**config.mk**
```make
export PLATFORM = sky130hd
export DESIGN_NAME = fp_mul_stream_top_flat
export DESIGN_NICKNAME = d
export VERILOG_FILES = /design/src/rtl/fp_mul_stream_top_if.sv /design/src/rtl/fp_mul_stream_top.sv /design/src/flat_wrapper.sv
export SDC_FILE = /design/constraint.sdc
export NUM_CORES = 1
export LEC_CHECK = 0
export BUFFER_PORTS_ARGS = -buffer_cell sky130_fd_sc_hd__buf_2
export CAP_MARGIN = 10
export CORE_UTILIZATION = 54
export CTS_CLUSTER_SIZE = 8
export DETAILED_ROUTE_END_ITERATION = 8
export PLACE_DENSITY = 0.76
export SYNTH_ARGS = -nofsm -noshare
export SYNTH_HDL_FRONTEND = slang
export SYNTH_SLANG_ARGS = --single-unit
```
**constraint.sdc**
```tcl
create_clock -name clk -period 8.4 [get_ports clk]
set_clock_uncertainty 0.1 [all_clocks]
set_input_delay 1.68 -clock clk [delete_from_list [all_inputs] [get_ports clk]]
set_output_delay 1.68 -clock clk [all_outputs]
set_load 0.02 [all_outputs]
```
**src/rtl/fp_mul_stream_top_if.sv**
```systemverilog
// Operand/result handshake bundle for the streaming floating-point multiplier.
interface fp_mul_stream_top_if #(
  parameter int unsigned W = 32
);
  logic         inReady;
  logic [W-1:0] inBus;
  logic         inAccept;
  logic         resultReady;
  logic         resultAccept;
  logic [W-1:0] outBus;

  modport master (
    output inReady, inBus, resultAccept,
    input  inAccept, resultReady, outBus
  );

  modport slave (
    input  inReady, inBus, resultAccept,
    output inAccept, resultReady, outBus
  );
endinterface

```
**src/rtl/fp_mul_stream_top.sv**
```systemverilog
// Streaming FP multiplier: A then B over one bus, shift-add mantissa product,
// normalise/round, results queued in a small FIFO behind a ready/accept port.
module fp_mul_stream_top #(
  parameter int unsigned EXP_W     = 8,
  parameter int unsigned MAN_W     = 23,
  parameter int unsigned OUT_DEPTH = 4,
  parameter int unsigned RND_MODE  = 1
) (
  input logic               clk,
  input logic               rst,
  fp_mul_stream_top_if.slave bus
);
  localparam int unsigned W  = 1 + EXP_W + MAN_W;
  localparam int unsigned M  = MAN_W + 1;
  localparam int unsigned PW = 2 * M;
  localparam int unsigned EW = EXP_W + 2;
  localparam int unsigned AW = (OUT_DEPTH > 1) ? $clog2(OUT_DEPTH) : 1;
  localparam int unsigned CW = AW + 1;
  localparam int unsigned NW = $clog2(M + 1);

  localparam logic signed [EW-1:0] BIAS  = EW'((1 << (EXP_W - 1)) - 1);
  localparam logic signed [EW-1:0] EMAX  = EW'((1 << EXP_W) - 1);
  localparam logic signed [EW-1:0] EZERO = '0;
  localparam logic [W-1:0]         QNAN  = {1'b0, {EXP_W{1'b1}}, 1'b1, {(MAN_W-1){1'b0}}};

  typedef enum logic [2:0] {IDLE_A, WAIT_B, MUL, NORM, PACK} state_t;

  state_t                r_state;
  logic                  r_in_accept;
  logic [W-1:0]          r_a;
  logic                  r_sign;
  logic signed [EW-1:0]  r_exp;
  logic [PW-1:0]         r_mcand;
  logic [M-1:0]          r_mplier;
  logic [PW-1:0]         r_acc;
  logic [NW-1:0]         r_cnt;
  logic [W-1:0]          r_res;
  logic [W-1:0]          r_fifo [OUT_DEPTH];
  logic [AW-1:0]         r_wptr;
  logic [AW-1:0]         r_rptr;
  logic [CW-1:0]         r_count;

  logic                  w_in_xfer;
  logic                  w_pop;
  logic                  w_full;
  logic                  w_push;
  logic [EXP_W-1:0]      w_a_exp, w_b_exp;
  logic [MAN_W-1:0]      w_a_frac, w_b_frac;
  logic                  w_sign;
  logic                  w_a_nan, w_b_nan, w_a_inf, w_b_inf, w_a_zero, w_b_zero;
  logic                  w_spec;
  logic [W-1:0]          w_spec_res;
  logic signed [EW-1:0]  w_exp_sum;
  logic [PW-2:0]         w_pn;
  logic [MAN_W-1:0]      w_frac;
  logic                  w_guard, w_sticky, w_round_up;
  logic [MAN_W:0]        w_frac_r;
  logic signed [EW-1:0]  w_exp_n;
  logic [W-1:0]          w_norm_res;

  assign w_in_xfer = bus.inReady & r_in_accept;
  assign w_pop     = bus.resultAccept & (r_count != '0);
  assign w_full    = (r_count == CW'(OUT_DEPTH));
  assign w_push    = (r_state == PACK) & (~w_full | w_pop);

  assign w_a_exp  = r_a[W-2 -: EXP_W];
  assign w_a_frac = r_a[MAN_W-1:0];
  assign w_b_exp  = bus.inBus[W-2 -: EXP_W];
  assign w_b_frac = bus.inBus[MAN_W-1:0];
  assign w_sign   = r_a[W-1] ^ bus.inBus[W-1];
  assign w_a_nan  = (w_a_exp == '1) & (w_a_frac != '0);
  assign w_b_nan  = (w_b_exp == '1) & (w_b_frac != '0);
  assign w_a_inf  = (w_a_exp == '1) & (w_a_frac == '0);
  assign w_b_inf  = (w_b_exp == '1) & (w_b_frac == '0);
  assign w_a_zero = (w_a_exp == '0);
  assign w_b_zero = (w_b_exp == '0);
  assign w_exp_sum = $signed({2'b00, w_a_exp}) + $signed({2'b00, w_b_exp}) - BIAS;

  // Special-value classification of the operand pair, resolved on the B edge.
  always_comb begin
    w_spec     = 1'b1;
    w_spec_res = '0;
    if (w_a_nan | w_b_nan | (w_a_inf & w_b_zero) | (w_b_inf & w_a_zero)) begin
      w_spec_res = QNAN;
    end else if (w_a_inf | w_b_inf) begin
      w_spec_res = {w_sign, {EXP_W{1'b1}}, {MAN_W{1'b0}}};
    end else if (w_a_zero | w_b_zero) begin
      w_spec_res = {w_sign, {(W-1){1'b0}}};
    end else begin
      w_spec = 1'b0;
    end
  end

  // Normalise the product to a leading one, then round and range-check the exponent.
  always_comb begin
    w_pn       = r_acc[PW-1] ? r_acc[PW-2:0] : {r_acc[PW-3:0], 1'b0};
    w_frac     = w_pn[PW-2 -: MAN_W];
    w_guard    = w_pn[PW-2-MAN_W];
    w_sticky   = |w_pn[PW-3-MAN_W:0];
    w_round_up = (RND_MODE == 1) & w_guard & (w_sticky | w_frac[0]);
    w_frac_r   = {1'b0, w_frac} + (MAN_W+1)'(w_round_up);
    w_exp_n    = r_exp + $signed(EW'(r_acc[PW-1])) + $signed(EW'(w_frac_r[MAN_W]));
    if (w_exp_n >= EMAX) begin
      w_norm_res = {r_sign, {EXP_W{1'b1}}, {MAN_W{1'b0}}};
    end else if (w_exp_n <= EZERO) begin
      w_norm_res = {r_sign, {(W-1){1'b0}}};
    end else begin
      w_norm_res = {r_sign, w_exp_n[EXP_W-1:0], w_frac_r[MAN_W-1:0]};
    end
  end

  // Operation sequencer: capture A, capture B, iterate, normalise, hand off to FIFO.
  always_ff @(posedge clk) begin
    if (rst) begin
      r_state     <= IDLE_A;
      r_in_accept <= 1'b1;
      r_a         <= '0;
      r_sign      <= 1'b0;
      r_exp       <= '0;
      r_mcand     <= '0;
      r_mplier    <= '0;
      r_acc       <= '0;
      r_cnt       <= '0;
      r_res       <= '0;
    end else begin
      case (r_state)
        IDLE_A: begin
          if (w_in_xfer) begin
            r_a     <= bus.inBus;
            r_state <= WAIT_B;
          end
        end
        WAIT_B: begin
          if (w_in_xfer) begin
            r_sign      <= w_sign;
            r_exp       <= w_exp_sum;
            r_in_accept <= 1'b0;
            if (w_spec) begin
              r_res   <= w_spec_res;
              r_state <= PACK;
            end else begin
              r_acc    <= '0;
              r_mcand  <= PW'({1'b1, w_a_frac});
              r_mplier <= {1'b1, w_b_frac};
              r_cnt    <= '0;
              r_state  <= MUL;
            end
          end
        end
        MUL: begin
          r_acc    <= r_acc + (r_mplier[0] ? r_mcand : '0);
          r_mcand  <= r_mcand << 1;
          r_mplier <= r_mplier >> 1;
          r_cnt    <= r_cnt + NW'(1);
          if (r_cnt == NW'(M - 1)) r_state <= NORM;
        end
        NORM: begin
          r_res   <= w_norm_res;
          r_state <= PACK;
        end
        PACK: begin
          if (w_push) begin
            r_state     <= IDLE_A;
            r_in_accept <= 1'b1;
          end
        end
        default: begin
          r_state     <= IDLE_A;
          r_in_accept <= 1'b1;
        end
      endcase
    end
  end

  // Result FIFO; a pop frees the slot for a push on the same edge when full.
  always_ff @(posedge clk) begin
    if (rst) begin
      for (int i = 0; i < int'(OUT_DEPTH); i++) r_fifo[i] <= '0;
      r_wptr  <= '0;
      r_rptr  <= '0;
      r_count <= '0;
    end else begin
      if (w_push) begin
        r_fifo[r_wptr] <= r_res;
        r_wptr         <= r_wptr + AW'(1);
      end
      if (w_pop) r_rptr <= r_rptr + AW'(1);
      case ({w_push, w_pop})
        2'b10:   r_count <= r_count + CW'(1);
        2'b01:   r_count <= r_count - CW'(1);
        default: r_count <= r_count;
      endcase
    end
  end

  assign bus.inAccept    = r_in_accept;
  assign bus.resultReady = (r_count != '0);
  assign bus.outBus      = r_fifo[r_rptr];
endmodule

```
**src/flat_wrapper.sv**
```systemverilog
// flat-port wrapper written by rule: the top's interface ports become plain ports
module fp_mul_stream_top_flat 
#(
  parameter int unsigned EXP_W     = 8,
  parameter int unsigned MAN_W     = 23,
  parameter int unsigned OUT_DEPTH = 4,
  parameter int unsigned RND_MODE  = 1
)
  (clk, rst, bus_inReady, bus_inBus, bus_resultAccept, bus_inAccept, bus_resultReady, bus_outBus);
  fp_mul_stream_top_if #(.W(32)) bus_i ();
  input logic clk;
  input logic rst;
  input wire logic [$bits(bus_i.inReady)-1:0] bus_inReady;
  input wire logic [$bits(bus_i.inBus)-1:0] bus_inBus;
  input wire logic [$bits(bus_i.resultAccept)-1:0] bus_resultAccept;
  output wire logic [$bits(bus_i.inAccept)-1:0] bus_inAccept;
  output wire logic [$bits(bus_i.resultReady)-1:0] bus_resultReady;
  output wire logic [$bits(bus_i.outBus)-1:0] bus_outBus;
  assign bus_i.inReady = bus_inReady;
  assign bus_i.inBus = bus_inBus;
  assign bus_i.resultAccept = bus_resultAccept;
  assign bus_inAccept = bus_i.inAccept;
  assign bus_resultReady = bus_i.resultReady;
  assign bus_outBus = bus_i.outBus;
  fp_mul_stream_top #(.EXP_W(EXP_W), .MAN_W(MAN_W), .OUT_DEPTH(OUT_DEPTH), .RND_MODE(RND_MODE)) u_core (.clk(clk), .rst(rst), .bus(bus_i));
endmodule
```
==> results.json <==
{
  "run_status": "finished clean",
  "grt-ovfl-total": 0,
  "tritoncts": "yes",
  "antenna-diode-count": 0,
  "number_of_buffer_and_inverter_instances_along_the_worst_setup_path": 1,
  "route.detailed.drc": 0,
  "routed_wirelength_um": 40980,
  "first_global_vias": 13600,
  "timing.critical_path.max_delay_family": "simple AND/OR/NAND/NOR gates",
  "final_max_slew_viol_count": 0,
  "timing.critical_path.slowest_cell_delay_ps": 670,
  "largest_family_of_logic_cells_by_synthesized_area": "simple AND/OR/NAND/NOR gates",
  "synth_area_leader_cell": "sky130_fd_sc_hd__dfxtp_1",
  "drt_iter0_drc": 912,
  "clk-insertion-delay-late_ps": 550,
  "syn_area_mm2": 0.01772,
  "hold_class": "flop to flop",
  "share_clk_of_total_power_pct": 42.1,
  "switchingPower_mw": 1.078,
  "multiplexer_share_of_the_synthesized_area_pct": 4.958,
  "placementRows": 65,
  "cp_data_required_time_ps": 8760,
  "longest_clk_path_bufs": 3,
  "most_used_standard_cells_in_the_synthesized_netlist": "sky130_fd_sc_hd__nor2_1, sky130_fd_sc_hd__dfxtp_1, sky130_fd_sc_hd__nand2_1, sky130_fd_sc_hd__a21oi_1, sky130_fd_sc_hd__edfxtp_1",
  "postRouteAntennaNets": 0,
  "worstPathMaxFanout": 45,
  "cts.reportedPaths.clkPinSlew_ps": 50,
  "worstSetupPathType": "flop to flop",
  "die_h_um": 183.1,
  "share_of_the_synthesized_netlist_area_taken_by_xor_and_xnor_gates_pct": 3.955,
  "yosys.cell_count.top_type": "sky130_fd_sc_hd__nor2_1",
  "initial_core_util_pct": 55.57,
  "design.portCount": 70,
  "cts_sink_cnt": 341,
  "postSynthNetCount": 2001,
  "gp_congestion": 0.9285,
  "switching_share_pct": 26.09,
  "placeableCoreArea_mm2": 0.03188,
  "finalNetCount": 2025,
  "drv.max_cap_violation_count": 0,
  "ys_ff_latch": 341,
  "synth_flop_cell": "sky130_fd_sc_hd__dfxtp_1",
  "post-route-min-period_ps": 5099,
  "internal_power_mw": 3.053,
  "grt_util_all_layers_pct": 24.72,
  "cts.repair.resized": 0,
  "compound_cell_area_share_of_the_yosys_netlist_pct": 16.78,
  "post_drt_via_cell_ratio": 5.892,
  "cts_buffers": 48,
  "grt_antenna_before_repair": 0,
  "hold_viol_final": 0,
  "yosysTopAreaCellShare_pct": 24.07,
  "dp.cells": 2311,
  "post_synth_num_cell_types": 85,
  "ctsHoldBuffers": 0,
  "power_density_mw_per_mm2": 209.8,
  "finalSetupTns_ps": 0,
  "met2_usage_pct": 44.06,
  "rsz0062_at_grt": "false",
  "ys_top_cells_by_area": "sky130_fd_sc_hd__dfxtp_1, sky130_fd_sc_hd__edfxtp_1, sky130_fd_sc_hd__nor2_1",
  "vias": 14050,
  "design.die.area_mm2": 0.03353,
  "clock_tree.htree_level_count": 2,
  "top_usage_layer": "met2",
  "drive_gt1_share_pct": 11.03,
  "max_clock_freq_ghz": 0.1961,
  "grt_first_pass_wirelength_um": 68300,
  "num-fill-cells": 2647,
  "detailed_routing_iterations_pass_1": 5,
  "yosys_warnings": 0,
  "endpoint_kind": "flop",
  "critical_path.slowest_cell": "sky130_fd_sc_hd__nor3_4",
  "cts_setup_buffers": 0,
  "tightest_slew_ps": 1099,
  "timing.slew.headroom_pct": 26.54,
  "postSynthCellCount": 1903,
  "synth_async_sr_flop_share_pct": 0,
  "synth-adder-area-share_pct": 4.548,
  "pin_count_of_the_biggest_net_entering_global_routing": 86,
  "p_comb_share_pct": 13.3,
  "wire_per_inst_um": 17.19,
  "synth-simple-area-share_pct": 20.36,
  "synth_edf_count": 128,
  "synth_seq_area_share_pct": 45.77,
  "finalCritPeriodShare_pct": 60.71,
  "cts-root-buf": "sky130_fd_sc_hd__clkbuf_16",
  "final-instance-count-excl-fill": 2384,
  "gr_util_met1_pct": 31.45,
  "power_frac_seq_pct": 44.5,
  "chip_width_um": 183.1,
  "arrival_ps": 5460,
  "grtUsageMet3_pct": 3.753,
  "max-vdd-ir-drop_mv": 0.1405,
  "dpl.hpwl_um": 27120,
  "worstPathCellList": "buf_4, mux2_2, and4_1, nand3_1, nor3_2, nand3_1, fa_1, nand3b_1, nor2_1, and3_1, nand4_1, mux2i_1, nand2_1, nor3_4, a32oi_1, nor2_1",
  "power_leakage_nw": 7.581,
  "syn_area_per_cell_um2": 9.309,
  "setup_viol_count_final": 0,
  "placement.io_buffers": 69,
  "critPathLaunchType": "flop",
  "area_delta_synth_final_pct": 11.12
}
metrics by stage:
step                utilization [%]  hold WS (ps)  power (mW)  cell area [um^2]  setup slack (ps)
floorplan                         -         340.0       2.273             17720              4188
global route                  61.75         379.7       4.299             19690              2823
CTS                           61.70         365.5       4.165             19670              3349
global placement              57.47         354.2       2.409             18320              3541
finish                        61.75         365.2       4.131             19690              3301
detailed placement            57.51         359.1       2.424             18330              3413
worst paths after layout:
kind / startpoint / slack [ps] / cells past startpoint / to
hold reg to reg: u_core.r_a[31] / 370 / 2 / u_core.r_a[31]
setup reg to reg: u_core.r_acc[47] / 3300 / 16 / u_core.r_res[7]
hold / removal: u_core.r_a[31] / 370 / 2 / u_core.r_a[31]
setup / recovery: u_core.r_acc[47] / 3300 / 16 / u_core.r_res[7]
cell families after synthesis:
family / Yosys count
compound gates: 435
xor+xnor: 80
fa+ha+maj: 62
buf+inv: 165
flops: 341
mux: 47
simple gates: 773
power by group through the flow:
stage | Combinational, mW | Clock [mW] | Sequential (mW)
after detailed placement | 0.554 | 0 | 1.87
after global placement | 0.543 | 0 | 1.87
after floorplan | 0.420 | 0 | 1.85
after global routing | 0.611 | 1.84 | 1.85
final | 0.551 | 1.74 | 1.84
after CTS | 0.556 | 1.77 | 1.84
tightest hold or removal path: stages, from the launching register on:
cell                      delay, ps
sky130_fd_sc_hd__dfxtp_1        310
sky130_fd_sc_hd__nand2_1         50
sky130_fd_sc_hd__a21oi_1         50
flip-flops by register name, indices dropped and copies added (netlist names), named ones only:
name / flops
u_core.r_mplier: 24
u_core.r_exp: 10
u_core.r_fifo: 128
u_core.r_count: 3
u_core.r_res: 32
u_core.r_sign: 1
u_core.r_mcand: 48
u_core.r_rptr: 2
u_core.r_a: 32
u_core.r_acc: 48
u_core.r_wptr: 2
u_core.r_cnt: 5
u_core.r_state: 3
u_core.bus.inAccept: 1
metal layers:
metal	up-vias	wire (um)
li1	6877	-
met1	6772	17710
met2	355	20770
met3	43	1927
met4	0	579
met5	-	0
cell usage in the layout (no fill, tap or decap), types with 10 or more instances in the layout:
cell and instances:
sky130_fd_sc_hd__a211oi_1 20, sky130_fd_sc_hd__a21o_1 23, sky130_fd_sc_hd__a21oi_1 140, sky130_fd_sc_hd__a22o_1 24, sky130_fd_sc_hd__a22oi_1 84, sky130_fd_sc_hd__a311oi_1 10
sky130_fd_sc_hd__and2_1 90, sky130_fd_sc_hd__and3_1 11, sky130_fd_sc_hd__buf_2 68, sky130_fd_sc_hd__buf_4 17, sky130_fd_sc_hd__clkbuf_1 20, sky130_fd_sc_hd__clkbuf_16 48
sky130_fd_sc_hd__dfxtp_1 211, sky130_fd_sc_hd__edfxtp_1 128, sky130_fd_sc_hd__ha_1 58, sky130_fd_sc_hd__inv_1 51, sky130_fd_sc_hd__mux4_2 32, sky130_fd_sc_hd__nand2_1 199
sky130_fd_sc_hd__nand3_1 26, sky130_fd_sc_hd__nand4_1 14, sky130_fd_sc_hd__nor2_1 296, sky130_fd_sc_hd__nor2b_1 17, sky130_fd_sc_hd__nor3_1 22, sky130_fd_sc_hd__nor4_1 46
sky130_fd_sc_hd__o21a_1 15, sky130_fd_sc_hd__o21ai_0 39, sky130_fd_sc_hd__xnor2_1 53, sky130_fd_sc_hd__xor2_1 27
final cells by class:
class                      count  area [um^2]  share of cell area [%]
multi-input combinational   1397         8997                   45.70
sequential                   341         8110                   41.20
clock buffer                  69         1290                   6.553
tap                          435        544.3                   2.765
timing repair buffer          88        505.5                   2.568
inverter                      51        191.4                  0.9724
clock inverter                 3        47.55                  0.2415
No activity file was read; power rests on OpenSTA's default activity.
